## config.mk

```make
export PLATFORM = sky130hd
export DESIGN_NAME = piso_serializer_8b
export DESIGN_NICKNAME = d
export VERILOG_FILES = /design/src/rtl/piso_serializer_8b_pkg.sv /design/src/rtl/piso_serializer_8b_bit_select_mux.sv /design/src/rtl/piso_serializer_8b.sv
export SDC_FILE = /design/constraint.sdc
export NUM_CORES = 1
export LEC_CHECK = 0
export CAP_MARGIN = 30
export CELL_PAD_IN_SITES_DETAIL_PLACEMENT = 1
export CELL_PAD_IN_SITES_GLOBAL_PLACEMENT = 1
export CORE_UTILIZATION = 29
export CTS_CLUSTER_DIAMETER = 40
export DETAILED_ROUTE_END_ITERATION = 10
export GPL_ROUTABILITY_DRIVEN = 0
export GPL_TIMING_DRIVEN = 0
export HOLD_SLACK_MARGIN = 0.08
export PLACE_DENSITY_LB_ADDON = 0.1
export RECOVER_POWER = 100
export SYNTH_ARGS = -nofsm -noshare
export SYNTH_HDL_FRONTEND = slang
export SYNTH_HIERARCHICAL = 1
export SYNTH_SLANG_ARGS = --single-unit
```

## constraint.sdc

```tcl
create_clock -name clk -period 1.8 [get_ports clk]
set_input_delay 0.36 -clock clk [delete_from_list [all_inputs] [get_ports clk]]
set_output_delay 0.36 -clock clk [all_outputs]
set_load 0.01 [all_outputs]
```

## src/rtl/piso_serializer_8b_pkg.sv

```systemverilog
// Shared constants and state encoding for the 8-bit parallel-in/serial-out stage.
package piso_serializer_8b_pkg;

  localparam int WIDTH_DEF = 8;
  localparam int SEL_W_DEF = $clog2(WIDTH_DEF);

  typedef enum logic {
    ST_IDLE  = 1'b0,
    ST_SHIFT = 1'b1
  } state_e;

endpackage

```

## src/rtl/piso_serializer_8b_bit_select_mux.sv

```systemverilog
// Combinational WIDTH:1 bit select: presents word[sel] as the serial bit.
module piso_serializer_8b_bit_select_mux
  import piso_serializer_8b_pkg::*;
#(
  parameter int WIDTH = WIDTH_DEF,
  parameter int SEL_W = $clog2(WIDTH)
) (
  input  logic [WIDTH-1:0] word,
  input  logic [SEL_W-1:0] sel,
  output logic             ser_data
);

  assign ser_data = word[sel];

endmodule

```

## src/rtl/piso_serializer_8b.sv

```systemverilog
// Parallel-in/serial-out stage: holds an accepted word and walks a select index
// LSB-first over it, with back-to-back loading on the last bit transfer.
module piso_serializer_8b
  import piso_serializer_8b_pkg::*;
#(
  parameter int WIDTH = WIDTH_DEF,
  parameter int SEL_W = $clog2(WIDTH)
) (
  input  logic             clk,
  input  logic             rst,
  input  logic [WIDTH-1:0] in_data,
  input  logic             in_valid,
  output logic             in_ready,
  output logic [SEL_W-1:0] sel,
  output logic [WIDTH-1:0] word,
  output logic             ser_data,
  output logic             ser_valid,
  input  logic             ser_ready,
  output logic             ser_first,
  output logic             ser_last,
  output logic             busy
);

  localparam logic [SEL_W-1:0] SEL_LAST = SEL_W'(WIDTH - 1);
  localparam logic [SEL_W-1:0] SEL_ZERO = {SEL_W{1'b0}};
  localparam logic [SEL_W-1:0] SEL_ONE  = SEL_W'(1);

  state_e           state_r;
  state_e           state_nxt_s;
  logic [SEL_W-1:0] sel_r;
  logic [SEL_W-1:0] sel_nxt_s;
  logic [WIDTH-1:0] word_r;
  logic [WIDTH-1:0] word_nxt_s;
  logic             on_last_s;
  logic             in_ready_s;
  logic             load_s;
  logic             bit_xfer_s;

  assign on_last_s  = (state_r == ST_SHIFT) && (sel_r == SEL_LAST);
  // Ready only when idle, or when the final bit leaves this very cycle.
  assign in_ready_s = !rst && ((state_r == ST_IDLE) || (on_last_s && ser_ready));
  assign load_s     = in_valid && in_ready_s;
  assign bit_xfer_s = (state_r == ST_SHIFT) && ser_ready;

  assign in_ready  = in_ready_s;
  assign sel       = sel_r;
  assign word      = word_r;
  assign ser_valid = (state_r == ST_SHIFT);
  assign busy      = (state_r == ST_SHIFT);
  assign ser_first = ser_valid && (sel_r == SEL_ZERO);
  assign ser_last  = ser_valid && (sel_r == SEL_LAST);

  piso_serializer_8b_bit_select_mux #(
    .WIDTH (WIDTH),
    .SEL_W (SEL_W)
  ) u_bit_select_mux (
    .word     (word_r),
    .sel      (sel_r),
    .ser_data (ser_data)
  );

  // Next-state, select and word-hold decisions.
  always_comb begin
    state_nxt_s = state_r;
    sel_nxt_s   = sel_r;
    word_nxt_s  = word_r;
    case (state_r)
      ST_IDLE: begin
        if (load_s) begin
          word_nxt_s  = in_data;
          sel_nxt_s   = SEL_ZERO;
          state_nxt_s = ST_SHIFT;
        end else begin
          state_nxt_s = ST_IDLE;
        end
      end
      ST_SHIFT: begin
        if (!bit_xfer_s) begin
          state_nxt_s = ST_SHIFT;
        end else if (sel_r != SEL_LAST) begin
          sel_nxt_s = sel_r + SEL_ONE;
        end else if (load_s) begin
          word_nxt_s = in_data;
          sel_nxt_s  = SEL_ZERO;
        end else begin
          sel_nxt_s   = SEL_ZERO;
          state_nxt_s = ST_IDLE;
        end
      end
      default: begin
        sel_nxt_s   = SEL_ZERO;
        state_nxt_s = ST_IDLE;
      end
    endcase
  end

  // State, select and word registers with synchronous reset.
  always_ff @(posedge clk) begin
    if (rst) begin
      state_r <= ST_IDLE;
      sel_r   <= SEL_ZERO;
      word_r  <= {WIDTH{1'b0}};
    end else begin
      state_r <= state_nxt_s;
      sel_r   <= sel_nxt_s;
      word_r  <= word_nxt_s;
    end
  end

endmodule

```

# After elaboration in Yosys (flattened, before gate mapping)
# Index checks and enable logic that the tools add are counted.
dict set report op_classes {
  add_sub_neg 1
  n_lt_le_gt_ge 1
  n_eq_ne 5
  muxes 14
  bitwise 1
  reduce_logical 11
}
# operator n
set op_table {}
lappend op_table {{2-to-1 mux 8 bit} 3}
lappend op_table {{one-hot mux 8 bit (2 select lines)} 1}
lappend op_table {{2-to-1 mux 3 bit} 3}
lappend op_table {{logical AND 1 bit} 6}
lappend op_table {{one-hot mux 3 bit (2 select lines)} 1}
lappend op_table {{< comparator 3 x 4 -> 1 bit, second input constant} 1}
lappend op_table {{2-to-1 mux 1 bit} 4}
lappend op_table {{inequality test 2 bit, second input constant} 2}
lappend op_table {{AND reduction 2 bit} 2}
lappend op_table {{adder 3 x 1 -> 3 bit, second input constant} 1}
lappend op_table {{binary-select mux 1 bit (select 3 bit)} 1}
lappend op_table {{== test 3 bit, second input constant} 1}
lappend op_table {{zero test 3 bit} 1}
lappend op_table {{inequality test 3 bit, second input constant} 1}
lappend op_table {{inequality test 2 x 1 -> 1 bit, second input constant} 1}
lappend op_table {{one-hot mux 1 bit (2 select lines)} 1}
lappend op_table {{zero test 1 bit} 1}
lappend op_table {{logical OR 1 bit} 1}
lappend op_table {{inverter 1 bit} 1}
dict set report totals {
  reg_bits 12
  inputBits 12
  out_inout_bits 17
  elab_cells 36
}

# Depth between registers and ports, before layout
dict set report depth {
  word_depth 10
  depth_mapped 5
  depth_no_buf 5
}

# Hierarchy
# The synthesis kept the hierarchy.
# mod n_inst cells_per_inst area_per_inst_um2 seq_area_each_um2
set by_module_without_submodules {}
lappend by_module_without_submodules {piso_serializer_8b 1 51 550.5 240.2}
lappend by_module_without_submodules {piso_serializer_8b_bit_select_mux 1 3 63.8 0.0}

# Least setup slack after synthesis
# Ideal clock, no wire load.
dict set report synth_path {
  path_type {flip-flop to flip-flop}
  from {register sel_r[0], in the netlist sel[0]}
  to {register word_r[0], in the netlist word[0]}
  setup_time_ns 0.121
  arrival_time_ns 1.627
  required_time_ns 1.679
  slack_ns 0.052
  stages_incl_launch_ff 6
  path_buffers 0
  period_less_slack_ns 1.748
  path_cell_list {dfxtp_1 ha_1 ha_1 a21boi_4 nor3b_4 mux2_2}
}
dict set report synth_between {
  elab_chain_cells 10
  word_cells_on_any_way 13
  cone_classes {eq/ne: 3; mux: 4; reduce/logical: 6}
}
# element line_no
set synth_lines {}
lappend synth_lines {{start, declared} piso_serializer_8b.sv:30} ;# logic [SEL_W-1:0] sel_r;
lappend synth_lines {{start signal, assigned} piso_serializer_8b.sv:105} ;# sel_r <= sel_nxt_s;
lappend synth_lines {{== test 3 bit} piso_serializer_8b.sv:39} ;# assign on_last_s = (state_r == ST_SHIFT) && (sel_r == SEL_LAST);
lappend synth_lines {{logical AND 1 bit} piso_serializer_8b.sv:39}
lappend synth_lines {{logical AND 1 bit} piso_serializer_8b.sv:41} ;# assign in_ready_s = !rst && ((state_r == ST_IDLE) || (on_last_s && ser_ready));
lappend synth_lines {{logical OR 1 bit} piso_serializer_8b.sv:41}
lappend synth_lines {{logical AND 1 bit} piso_serializer_8b.sv:41}
lappend synth_lines {{logical AND 1 bit} piso_serializer_8b.sv:42} ;# assign load_s = in_valid && in_ready_s;
lappend synth_lines {{2-to-1 mux 8 bit (3 in a row)} --}
lappend synth_lines {{one-hot mux 8 bit (2 select lines)} --}
lappend synth_lines {{end signal, assigned} piso_serializer_8b.sv:102} ;# word_r <= {WIDTH{1'b0}};
lappend synth_lines {{end signal, assigned} piso_serializer_8b.sv:106} ;# word_r <= word_nxt_s;
lappend synth_lines {{end, declared} piso_serializer_8b.sv:32} ;# logic [WIDTH-1:0] word_r;
# Parallel ways exist; a longest one is shown, timed or not. The select of a mux whose other input is x is not followed.
# A chain may end at the register's enable or synchronous reset.

# Worst setup path after layout
dict set report layout_path {
  from {register sel_r[0], in the netlist sel[0]}
  to {output ser_data}
}
dict set report layout_between {
  elab_chain_cells 2
}
# element line_no
set layout_lines {}
lappend layout_lines {{binary-select mux 1 bit (select 3 bit)} piso_serializer_8b_bit_select_mux.sv:13} ;# assign ser_data = word[sel];
lappend layout_lines {{2-to-1 mux 1 bit (not written as such)} piso_serializer_8b_bit_select_mux.sv:13}
lappend layout_lines {{end, declared} piso_serializer_8b.sv:16} ;# output logic ser_data,
# Every way passes these cells. The select of a mux whose other input is x is not followed.

==> qor.csv <==
metric,value,unit
status,finished with violations,
violations,negative setup slack,
drtIter0Drc,7,
utilization,0.500,
cts-buffers-inserted,3,
worst_pin_slew,0.284,ns
yosysWarnings,6,
period_needed,1.90,ns
finClkSkew,0.00362,ns
ctsHoldBuffers,0,
hold_ws,0.568,ns
synth_top_cells_by_area,"dfxtp_1, mux2_2, mux4_1",
cts_max_level,1,
rows,16,
relSlewSlack,0.805,
synth_xor_area_frac,0,
critPathMaxFanout,5,
drc,0,
cap_viol_max_count,0,
p_sw,151,uW
place_hpwl,1080,um
ant_nets,0,
start_kind,flop,
cp-end-kind,output pin,
cp.arrival,1.54,ns
cts_root_buf,clkbuf_4,
vias,552,
setup_slack,-0.103,ns
synth-edff-count,0,
core,1980,um2
port-buffer-count,28,
ys_seq_elements,12,
antenna_found_initial,0,
power_frac_clock,0.272,
tns,-0.335,ns
grt_overflow,0,
cts_buffer_depth,2,
dp_slack,-0.579,ns
muxShareOfSynthArea,0.267,
first_pass_iters,4,
synth_seq_area_share,0.391,
vias_per_cell,4.76,
yosys.area.top_type,dfxtp_1,
cts_tree,built,
grt_usage,0.142,
hp-class,flop to flop,
insertion_delay,0.26,ns
wl_per_cell,12.8,um
start_util,0.310,
p_int,450,uW
p_seq_frac,0.493,
fmax,526,MHz
synth_most_common_cell,dfxtp_1,
setup_viol,10,
die_x,48.0,um
syn_area,614,um2
fin_nets,106,
io_pins,29,
die_h,48.0,um
synth_ff_type,dfxtp_1,
dieArea,2310,um2
swShare,0.252,
grt_max_degree,11,
synthArstFlopShare,0,
pwr-share-comb,0.235,
syn2layout_area_growth,61.3,%
synthDistinctLibCells,15,
clock_sinks,12,
antenna_cells,0,
grt_first_pass_wirelength,2190,um
synth_adder_area_share,0.0611,
syn-num-nets,69,
hold_violations,0,
drv_slew,0,
drive_above_1_share,0.281,
synth-compound-area-share,0.0733,
powerDensity,606,nW/um2
synthTopCellsByCount,"dfxtp_1, mux2_2, nor2_1, nor2b_1",
synth_top_family_by_area,multiplexers,
synthSimpleGateAreaFrac,0.177,
finalCritPeriodShare,1.06,
grt_pass1_vias,503,
routed_wl,1490,um
synth_cells,54,
avgSynthCellArea,11.4,um2
worstSetupPathType,flop to output pin,
cts.clk_slew.worst_paths,0.07,ns
p_leak,0.420,nW
irDropWorstVdd,0.337,mV
worstPathRequired,1.44,ns
yosysTopAreaCellShare,0.391,
rsz0062_at_grt,true,
[logic make-up after synthesis]
kind of cell,count (synthesis)
flip-flops,12
AO/OA/AOI/OAI,4
AND/OR/NAND/NOR,19
adder cells (fa/ha/maj),3
multiplexers,12
buffers and inverters,4
[power by group through the flow]
| stage | logic, mW | registers [mW] | clock network (mW) |
|---|---|---|---|
| floorplan | 0.0539 | 0.307 | 0 |
| global placement | 0.138 | 0.303 | 0 |
| detailed placement | 0.141 | 0.303 | 0 |
| CTS | 0.149 | 0.297 | 0.171 |
| global route | 0.154 | 0.298 | 0.177 |
| finish | 0.141 | 0.296 | 0.164 |
[per-stage QoR]
| stage | power, mW | area, um2 | std cells |
|---|---|---|---|
| floorplan | 0.361 | 614 | 54 |
| global placement | 0.440 | 928 | 109 |
| detailed placement | 0.444 | 928 | 109 |
| CTS | 0.618 | 996 | 116 |
| global route | 0.629 | 991 | 116 |
| finish | 0.601 | 991 | 116 |
[placed cells by master, fill, tap and decap left out, types with 2 or more instances in the layout]
| cell | count |
|---|---|
| clkdlybuf4s50_1 | 15 |
| dfxtp_1 | 10 |
| nor2_1 | 8 |
| nor2b_1 | 8 |
| mux2_2 | 8 |
| dlygate4sd3_1 | 8 |
| clkbuf_4 | 4 |
| buf_4 | 4 |
| dlygate4sd2_1 | 4 |
| a32oi_1 | 3 |
| inv_1 | 2 |
| ha_1 | 2 |
| mux4_2 | 2 |
[timing repair]
action	CTS	global route
pin swaps	2	0
setup endpoints to repair	13	9
setup buffers	4	0
endpoints found under the hold margin	0	0
gates resized for setup	20	0
[registers in the layout, indices dropped and copies added (netlist names)]
signal	flops
word	8
sel	3
busy	1
[layout make-up]
type | count | area, um2
fillers | 229 | 991
multi-input cells | 38 | 364
repair buffers | 32 | 303
flip-flops and latches | 12 | 245
well taps | 27 | 33.8
clock buffers | 3 | 22.5
plain buffers | 2 | 15.0
inverters | 2 | 7.51
[final timing paths]
| kind | slack [ns] | to | cells after the start | start |
|---|---|---|---|---|
| min reg2reg | 0.57 | sel[1] | 2 | sel[1] |
| min | 0.57 | sel[1] | 2 | sel[1] |
| max reg2reg | 0.02 | word[3] | 7 | sel[1] |
| max | -0.10 | ser_data | 3 | sel[0] |
[per-layer routing]
layer / track usage / vias up / routed length [um]
met3: 0.0226 / 2 / 74
li1: - / 264 / -
met5: 0 / - / 0
met1: 0.170 / 265 / 614
met4: 0.0667 / 0 / 13
met2: 0.246 / 21 / 783
[critical path, stage by stage (launching register included)]
cell	delay (ns)
dfxtp_4	0.39
mux4_2	0.49
mux2_4	0.28
buf_6	0.12
(Power assumes the default switching activity.)
